## config.mk

```make
export PLATFORM = sky130hd
export DESIGN_NAME = uart_tx
export DESIGN_NICKNAME = d
export VERILOG_FILES = /design/src/rtl/uart_tx_pkg.sv /design/src/rtl/uart_baud_gen.sv /design/src/rtl/uart_tx.sv
export SDC_FILE = /design/constraint.sdc
export NUM_CORES = 1
export LEC_CHECK = 0
export ABC_AREA = 0
export CORE_MARGIN = 2
export CORE_UTILIZATION = 30
export CTS_BUF_LIST = sky130_fd_sc_hd__clkbuf_16
export DETAILED_ROUTE_END_ITERATION = 10
export SETUP_SLACK_MARGIN = 0.3
export SKIP_LAST_GASP = 1
export SYNTH_ARGS = -nofsm -noshare
export SYNTH_HDL_FRONTEND = slang
export SYNTH_SLANG_ARGS = --single-unit
```

## constraint.sdc

```tcl
create_clock -name i_clock -period 2.71 [get_ports i_clock]
set_input_delay 0.542 -clock i_clock [delete_from_list [all_inputs] [get_ports i_clock]]
set_output_delay 0.542 -clock i_clock [all_outputs]
set_load 0.05 [all_outputs]
```

## src/rtl/uart_tx_pkg.sv

```systemverilog
// Shared UART definitions: FSM state encoding, oversample factor and width helpers.
package uart_tx_pkg;

  typedef enum logic [1:0] {
    IDLE  = 2'd0,
    START = 2'd1,
    DATA  = 2'd2,
    STOP  = 2'd3
  } state_t;

  localparam int unsigned OVERSAMPLE = 16;

  // Ceiling log2; clog2(1) = 0, callers clamp widths to at least one bit.
  function automatic int unsigned clog2(input int unsigned value);
    int unsigned result;
    result = 0;
    for (int i = 0; i < 32; i++) begin
      if ((64'(1) << i) < 64'(value)) result = 32'(i + 1);
    end
    return result;
  endfunction

  function automatic int unsigned max_u(input int unsigned a, input int unsigned b);
    return (a > b) ? a : b;
  endfunction

endpackage

```

## src/rtl/uart_baud_gen.sv

```systemverilog
// Oversample tick generator: one-cycle o_tick every DIV clocks, phase reset by i_clear.
module uart_baud_gen
  import uart_tx_pkg::*;
#(
  parameter int unsigned DIV = 1
) (
  input  logic i_clock,
  input  logic i_reset,
  input  logic i_clear,
  output logic o_tick
);

  localparam int unsigned CW = (DIV > 1) ? clog2(DIV) : 1;

  logic [CW-1:0] cnt;
  logic [CW-1:0] cnt_next;

  always_comb begin
    cnt_next = cnt + CW'(1);
    if (i_clear || (cnt == CW'(DIV - 1))) cnt_next = '0;
  end

  // Tick is registered one cycle early so the consumer sees it on the DIV-th edge after clear.
  always_ff @(posedge i_clock or negedge i_reset) begin
    if (!i_reset) begin
      cnt    <= '0;
      o_tick <= 1'b0;
    end else begin
      cnt    <= cnt_next;
      o_tick <= (cnt_next == CW'(DIV - 1));
    end
  end

endmodule

```

## src/rtl/uart_tx.sv

```systemverilog
// 8N1-style UART transmitter, LSB first, with busy flag and one-cycle done pulse.
module uart_tx
  import uart_tx_pkg::*;
#(
  parameter int unsigned CLK_FREQ  = 50_000_000,
  parameter int unsigned BAUD_RATE = 9600,
  parameter int unsigned NB_DATA   = 8,
  parameter int unsigned SB_TICK   = 16
) (
  input  logic               i_clock,
  input  logic               i_reset,
  input  logic               i_tx_start,
  input  logic [NB_DATA-1:0] i_tx_data,
  output logic               o_tx,
  output logic               o_tx_busy,
  output logic               o_tx_done
);

  localparam int unsigned DIV = CLK_FREQ / (BAUD_RATE * OVERSAMPLE);
  localparam int unsigned OW  = clog2(max_u(OVERSAMPLE, SB_TICK));
  localparam int unsigned IW  = (NB_DATA > 1) ? clog2(NB_DATA) : 1;

  if (DIV < 1) begin : g_div_check
    $error("uart_tx: CLK_FREQ too low for BAUD_RATE*16 (DIV < 1)");
  end

  state_t             state;
  logic [OW-1:0]      os_cnt;
  logic [IW-1:0]      idx;
  logic [NB_DATA-1:0] shreg;
  logic [NB_DATA-1:0] shreg_shift;
  logic               tick;
  logic               accept;
  logic               bit_last;
  logic               stop_last;

  assign accept      = (state == IDLE) && i_tx_start;
  assign shreg_shift = shreg >> 1;
  assign bit_last    = (os_cnt == OW'(OVERSAMPLE - 1));
  assign stop_last   = (os_cnt == OW'(SB_TICK - 1));

  uart_baud_gen #(
    .DIV (DIV)
  ) u_baud_gen (
    .i_clock (i_clock),
    .i_reset (i_reset),
    .i_clear (accept),
    .o_tick  (tick)
  );

  // Frame sequencer; o_tx, busy and done are all driven from registers here.
  always_ff @(posedge i_clock or negedge i_reset) begin
    if (!i_reset) begin
      state     <= IDLE;
      os_cnt    <= '0;
      idx       <= '0;
      shreg     <= '0;
      o_tx      <= 1'b1;
      o_tx_busy <= 1'b0;
      o_tx_done <= 1'b0;
    end else begin
      o_tx_done <= 1'b0;
      case (state)
        IDLE: begin
          o_tx      <= 1'b1;
          o_tx_busy <= 1'b0;
          if (i_tx_start) begin
            shreg     <= i_tx_data;
            os_cnt    <= '0;
            idx       <= '0;
            o_tx      <= 1'b0;
            o_tx_busy <= 1'b1;
            state     <= START;
          end
        end
        START: begin
          if (tick) begin
            if (bit_last) begin
              os_cnt <= '0;
              idx    <= '0;
              o_tx   <= shreg[0];
              state  <= DATA;
            end else begin
              os_cnt <= os_cnt + OW'(1);
            end
          end
        end
        DATA: begin
          if (tick) begin
            if (bit_last) begin
              os_cnt <= '0;
              if (idx == IW'(NB_DATA - 1)) begin
                idx   <= '0;
                o_tx  <= 1'b1;
                state <= STOP;
              end else begin
                idx   <= idx + IW'(1);
                shreg <= shreg_shift;
                o_tx  <= shreg_shift[0];
              end
            end else begin
              os_cnt <= os_cnt + OW'(1);
            end
          end
        end
        STOP: begin
          if (tick) begin
            if (stop_last) begin
              os_cnt    <= '0;
              o_tx      <= 1'b1;
              o_tx_busy <= 1'b0;
              o_tx_done <= 1'b1;
              state     <= IDLE;
            end else begin
              os_cnt <= os_cnt + OW'(1);
            end
          end
        end
        default: begin
          state <= IDLE;
          o_tx  <= 1'b1;
        end
      endcase
    end
  end

endmodule

```

# Word-level counts from Yosys, hierarchy flattened
# Index checks and enable logic that the tools add are counted.
dict set report totals {
  register_bits 30
  latchBits 0
  ram_bits 0
  romBits 0
  input_bits 11
  output_inout_bits 3
  wordCells 84
  mem_count 0
}
dict set report classes {
  add_sub_neg 3
  multipliers 0
  div_mod_pow 0
  magnitude_cmp 0
  eq_ne 17
  shifts 0
  muxes 42
  bitwise_logic 0
  n_reduce_logical 13
}
# op n
set ops {}
lappend ops {{$mux 8} 4}
lappend ops {{$eq 9x9->1 const B} 2}
lappend ops {{$mux 3} 6}
lappend ops {{$mux 2} 8}
lappend ops {{$pmux 8 s2} 1}
lappend ops {{$mux 1} 14}
lappend ops {{$mux 4} 3}
lappend ops {{$ne 2x2->1 const B} 6}
lappend ops {{$reduce_and 6->1} 2}
lappend ops {{$add 9x1->9 const B} 1}
lappend ops {{$mux 9} 1}
lappend ops {{$pmux 3 s3} 1}
lappend ops {{$ne 2x1->1 const B} 4}
lappend ops {{$pmux 2 s4} 1}
lappend ops {{$pmux 4 s2} 1}
lappend ops {{$reduce_and 8->1} 1}
lappend ops {{$reduce_and 5->1} 1}
lappend ops {{$add 4x1->4 const B} 1}
lappend ops {{$eq 2x2->1 const B} 2}
lappend ops {{$eq 4x4->1 const B} 1}
lappend ops {{$pmux 1 s4} 1}
lappend ops {{$reduce_bool 2->1} 2}
lappend ops {{$add 3x1->3 const B} 1}
lappend ops {{$eq 3x3->1 const B} 1}
lappend ops {{other kinds (9)} 9}

# Logic depth before layout (Yosys ltp)
dict set report depth {
  depth_word 5
  mapped_depth 7
  depth_no_buf 6
}

# Modules after synthesis
# A second synthesis with hierarchy kept.
dict set report unflattened {
  hier_cells 203
  hier_area_um2 1995.7
}
# mod instances cells_per_inst area_per_inst_um2 seq_area_each_um2
set modules_own_cells {}
lappend modules_own_cells {uart_tx 1 151 1467.7 501.7}
lappend modules_own_cells {uart_baud_gen 1 52 528.0 250.2}

# Least setup slack after synthesis
# OpenSTA, ideal clock, no wires.
dict set report synth_path {
  path_type {register -> register}
  from {reg state[0]}
  to {reg state[1]}
  setup_time_ns 0.127
  arrival_ns 1.537
  required_time_ns 2.583
  slack_ns 1.046
  path_stages_with_launch 6
  n_path_buf 0
  synth_period_minus_slack_ns 1.664
  cell_sequence {dfrtp_1 -> inv_1 -> ha_1 -> o31ai_2 -> nand3_2 -> mux2_1}
}
dict set report synth_via {
  elab_chain_cells 3
  word_cells_on_any_way 14
  cone_classes {eq/ne: 11; mux: 1; reduce/logical: 2}
}
# element line_no
set synth_rtl {}
lappend synth_rtl {{start: declaration} uart_tx.sv:27} ;# state_t state;
lappend synth_rtl {{start signal: assignment} uart_tx.sv:54} ;# state <= IDLE;
lappend synth_rtl {{start signal: assignment} uart_tx.sv:73} ;# state <= START;
lappend synth_rtl {{start signal: assignment} uart_tx.sv:82} ;# state <= DATA;
lappend synth_rtl {{$eq 2x2->1 (tied with other cells)} uart_tx.sv:63} ;# case (state)
lappend synth_rtl {{$ne 2x2->1 (no source line) or $ne 2x1->1 (tied branches)} n/a}
lappend synth_rtl {{$reduce_and 8->1 (no source line)} n/a}
# Parallel ways exist; a longest one is shown, timed or not.
# A chain may end at the register's enable or synchronous reset.

# Final worst setup path
dict set report layout_path {
  from {reg o_tx}
  to {out o_tx}
}
# element line_no
set layout_lines {}
lappend layout_lines {{start: declaration} uart_tx.sv:14} ;# output logic o_tx,
lappend layout_lines {{start signal: assignment} uart_tx.sv:81} ;# o_tx <= shreg[0];
lappend layout_lines {{start signal: assignment} uart_tx.sv:99} ;# o_tx <= shreg_shift[0];
# No word-level cell between the ends.

==> qor.yml <==
power:
  p_comb_share_pct: 2.9
  seqPwrFrac_pct: 45.6
  p_int_mw: 0.790
  power_density_nw_per_um2: 465
  p_clk_share_pct: 51.6
  p_sw_share_pct: 19.8
  peakVddDrop_v: 0.000223
  p_leak_nw: 0.890
  finalPower_mw: 0.985
  power_switching_mw: 0.195
drt:
  drc: 0
  routed_wl_um: 3440
  top_layer: "met4"
  drtAntennaViolNets: 0
  dr_wl_met2_um: 1640
  via_count: 1275
  wl_met3_um: 123
  vias_per_cell: 4.85
  drt_iter0_markers: 49
  met1Wirelength_um: 1600
  wl_per_cell_um: 13.1
  drt_pass1_iterations: 4
logic_synthesis:
  yosysTopAreaCell: "dfrtp_1"
  synthCells: 174
  netlist.area_leader.share_pct: 40.4
  synth_edf_count: 0
  synth_top_cells_by_area: "dfrtp_1, ha_1, mux2i_1"
  async_reset_ff_share_pct: 100
  synth_fp_nets: 196
  ys_warn_count: 0
  synth-seq-cells: 30
  synth_common_cells: "dfrtp_1, nand2_1, nor2_1, a21oi_1, ha_1"
  synthFlopType: "dfrtp_1"
  synth_most_common_cell: "dfrtp_1"
  seq_area_frac_synth_pct: 41.9
  synth_area_um2: 1790
  avgSynthCellArea_um2: 10.3
  synth_cell_types: 46
critical_path:
  cp_slowest_stage_delay_ns: 0.80
  worst-path-stages: 1
  r2r-start: "state[0]$_DFFE_PN0P_"
  critPathKind: "register to output pin"
  cp.buffers_inverters: 1
  crit_slowest_cell: "clkdlybuf4s50_1"
  critPathRequiredTime_ns: 2.17
  crit_chain: "clkdlybuf4s50_1"
  startpoint_type: "register"
  regToRegEndpoint: "shreg[2]$_DFFE_PN0P_"
  critPathTopFamily: "buffers and inverters"
  endpoint_kind: "output pin"
  rr_worst_depth: 7
  worstPathMaxFanout: 2
  crit_arrival_ns: 1.59
  rrSetupSlack_ns: 0.67
cells_and_area:
  utilization_pct: 36.2
  antenna_cells: 0
  drive_gt1_share_pct: 12.2
  fin_nets: 211
  areaGrowthSynthToFinish_pct: 18.1
  multi_input_area_um2: 957
  fill_cells: 587
  seqCellArea_um2: 752
grt:
  grt_max_degree: 31
  grt_pass1_vias: 1299
  grt-ovfl-total: 0
  antenna_found_initial: 0
  grt_usage_pct: 12.5
  grt_pass1_wl_um: 6270
floorplanning:
  start_util_pct: 30.7
  die_area_um2: 6620
  die_w_um: 81.3
  rows: 28
  core_area_um2: 5850
  pin_count: 14
  die_h_um: 81.3
sta:
  final_hold_viol_count: 0
  post-route-min-period_ns: 2.14
  tns_ns: 0
  maxSlewHeadroom_pct: 58.4
  rsz0062_at_grt: "false"
  finalCritPeriodShare_pct: 78.8
  fin_worst_skew_ns: 0.00539
  slew_violations: 0
  setup_viol: 0
  max_freq_mhz: 468
  worst_slew_pin_slew_ns: 0.622
  worst_slack_ns: 0.574
clock_tree:
  clk_path_buf_depth: 2
  numClockSinks: 30
  cts_setup_buffers: 0
  cts-root-buf: "clkbuf_16"
  clk_pin_slew_ns: 0.05
  cts_tree: "built"
  insertion_delay_ns: 0.27
  h-tree-depth: 2
  cts-buffers-inserted: 5
  ctsResizeCount: 0
  ctsHoldBuffers: 0
hold_path:
  hold_start: "u_baud_gen.cnt[0]$_DFF_PN0_"
  holdPathEnd: "u_baud_gen.cnt[0]$_DFF_PN0_"
  min_path_cells: 1
  hold_path.class: "register to register"
job:
  cap_viol_max_count: 0
placement:
  pre_cts_ws_ns: 0.601
  io_buffers: 13
  dpl.hpwl_um: 2430
  gp_congestion: 0.753
status:
  status: "complete, no violations"
==> flip-flops by register name, indices dropped and copies added, names as in the netlist <==
signal	flops
u_baud_gen.cnt	9
shreg	8
os_cnt	4
idx	3
state	2
o_tx	1
o_tx_busy	1
o_tx_done	1
u_baud_gen.o_tick	1
==> layer usage <==
| layer | up-vias | GRT usage (%) |
|---|---|---|
| met5 | - | 0 |
| li1 | 643 | - |
| met1 | 605 | 15.7 |
| met3 | 5 | 3.67 |
| met2 | 22 | 20.0 |
| met4 | 0 | 5.25 |
==> placed cells by master, fill, tap and decap left out, drive strengths merged, types with 4 or more instances in the layout <==
cell | Yosys | layout
nand3 | 8 | 8
mux2i | 8 | 8
a31oi | 9 | 9
xnor2 | 6 | 6
a21oi | 13 | 13
clkbuf | 1 | 5
inv | 9 | 9
o21ai | 8 | 8
mux2 | 4 | 4
nand2 | 15 | 15
nand2b | 4 | 4
dfrtp | 29 | 29
clkdlybuf4s50 | 0 | 13
nor3 | 4 | 4
nor2 | 15 | 15
ha | 11 | 11
==> power by group through the flow <==
stage | Combinational [mW] | Sequential [mW] | Clock, mW
after global placement | 0.0298 | 0.456 | 0
after global routing | 0.0323 | 0.448 | 0.549
final | 0.0282 | 0.449 | 0.508
after floorplan | 0.00337 | 0.456 | 0
after CTS | 0.0298 | 0.449 | 0.523
after detailed placement | 0.0297 | 0.456 | 0
==> logic make-up after synthesis <==
| family | Yosys count | share of synthesized area, % |
|---|---|---|
| and+or+nand+nor | 54 | 17.3 |
| AOI/OAI and AO/OA | 41 | 16.6 |
| DFF | 30 | 41.9 |
| buffers and inverters | 17 | 4.74 |
| muxes | 12 | 7.39 |
| adders and majority gates | 11 | 7.67 |
| xor gates and xnor gates | 9 | 4.39 |
==> layout make-up <==
type                       count  area share (%)
timing repair buffer          16            7.21
inverter                       9            1.59
sequential                    30            35.5
tap                           75            4.43
multi-input combinational    127            45.2
clock buffer                   5            5.91
clock inverter                 1           0.177
==> metrics by stage <==
step	cells	hold slack (ns)	instance area [um2]
2_1_floorplan	174	0.246	1790
3_3_place_gp	257	0.476	1990
3_5_place_dp	257	0.484	1990
4_1_cts	263	0.490	2120
5_1_grt	263	0.527	2120
6_report	263	0.491	2120
==> worst max-delay path by stage <==
| stage | startpoint | to | slack [ns] |
|---|---|---|---|
| after floorplan | state[0]$_DFFE_PN0P_ | state[1]$_DFFE_PN0P_ | 1.05 |
| after global placement | i_tx_start | idx[0]$_DFFE_PN0P_ | 0.63 |
| after detailed placement | i_tx_start | idx[0]$_DFFE_PN0P_ | 0.60 |
| after CTS | o_tx$_DFFE_PN1P_ | o_tx | 0.56 |
| after global routing | state[0]$_DFFE_PN0P_ | shreg[1]$_DFFE_PN0P_ | 0.42 |
| final | o_tx$_DFFE_PN1P_ | o_tx | 0.57 |
(Power assumes the default switching activity.)
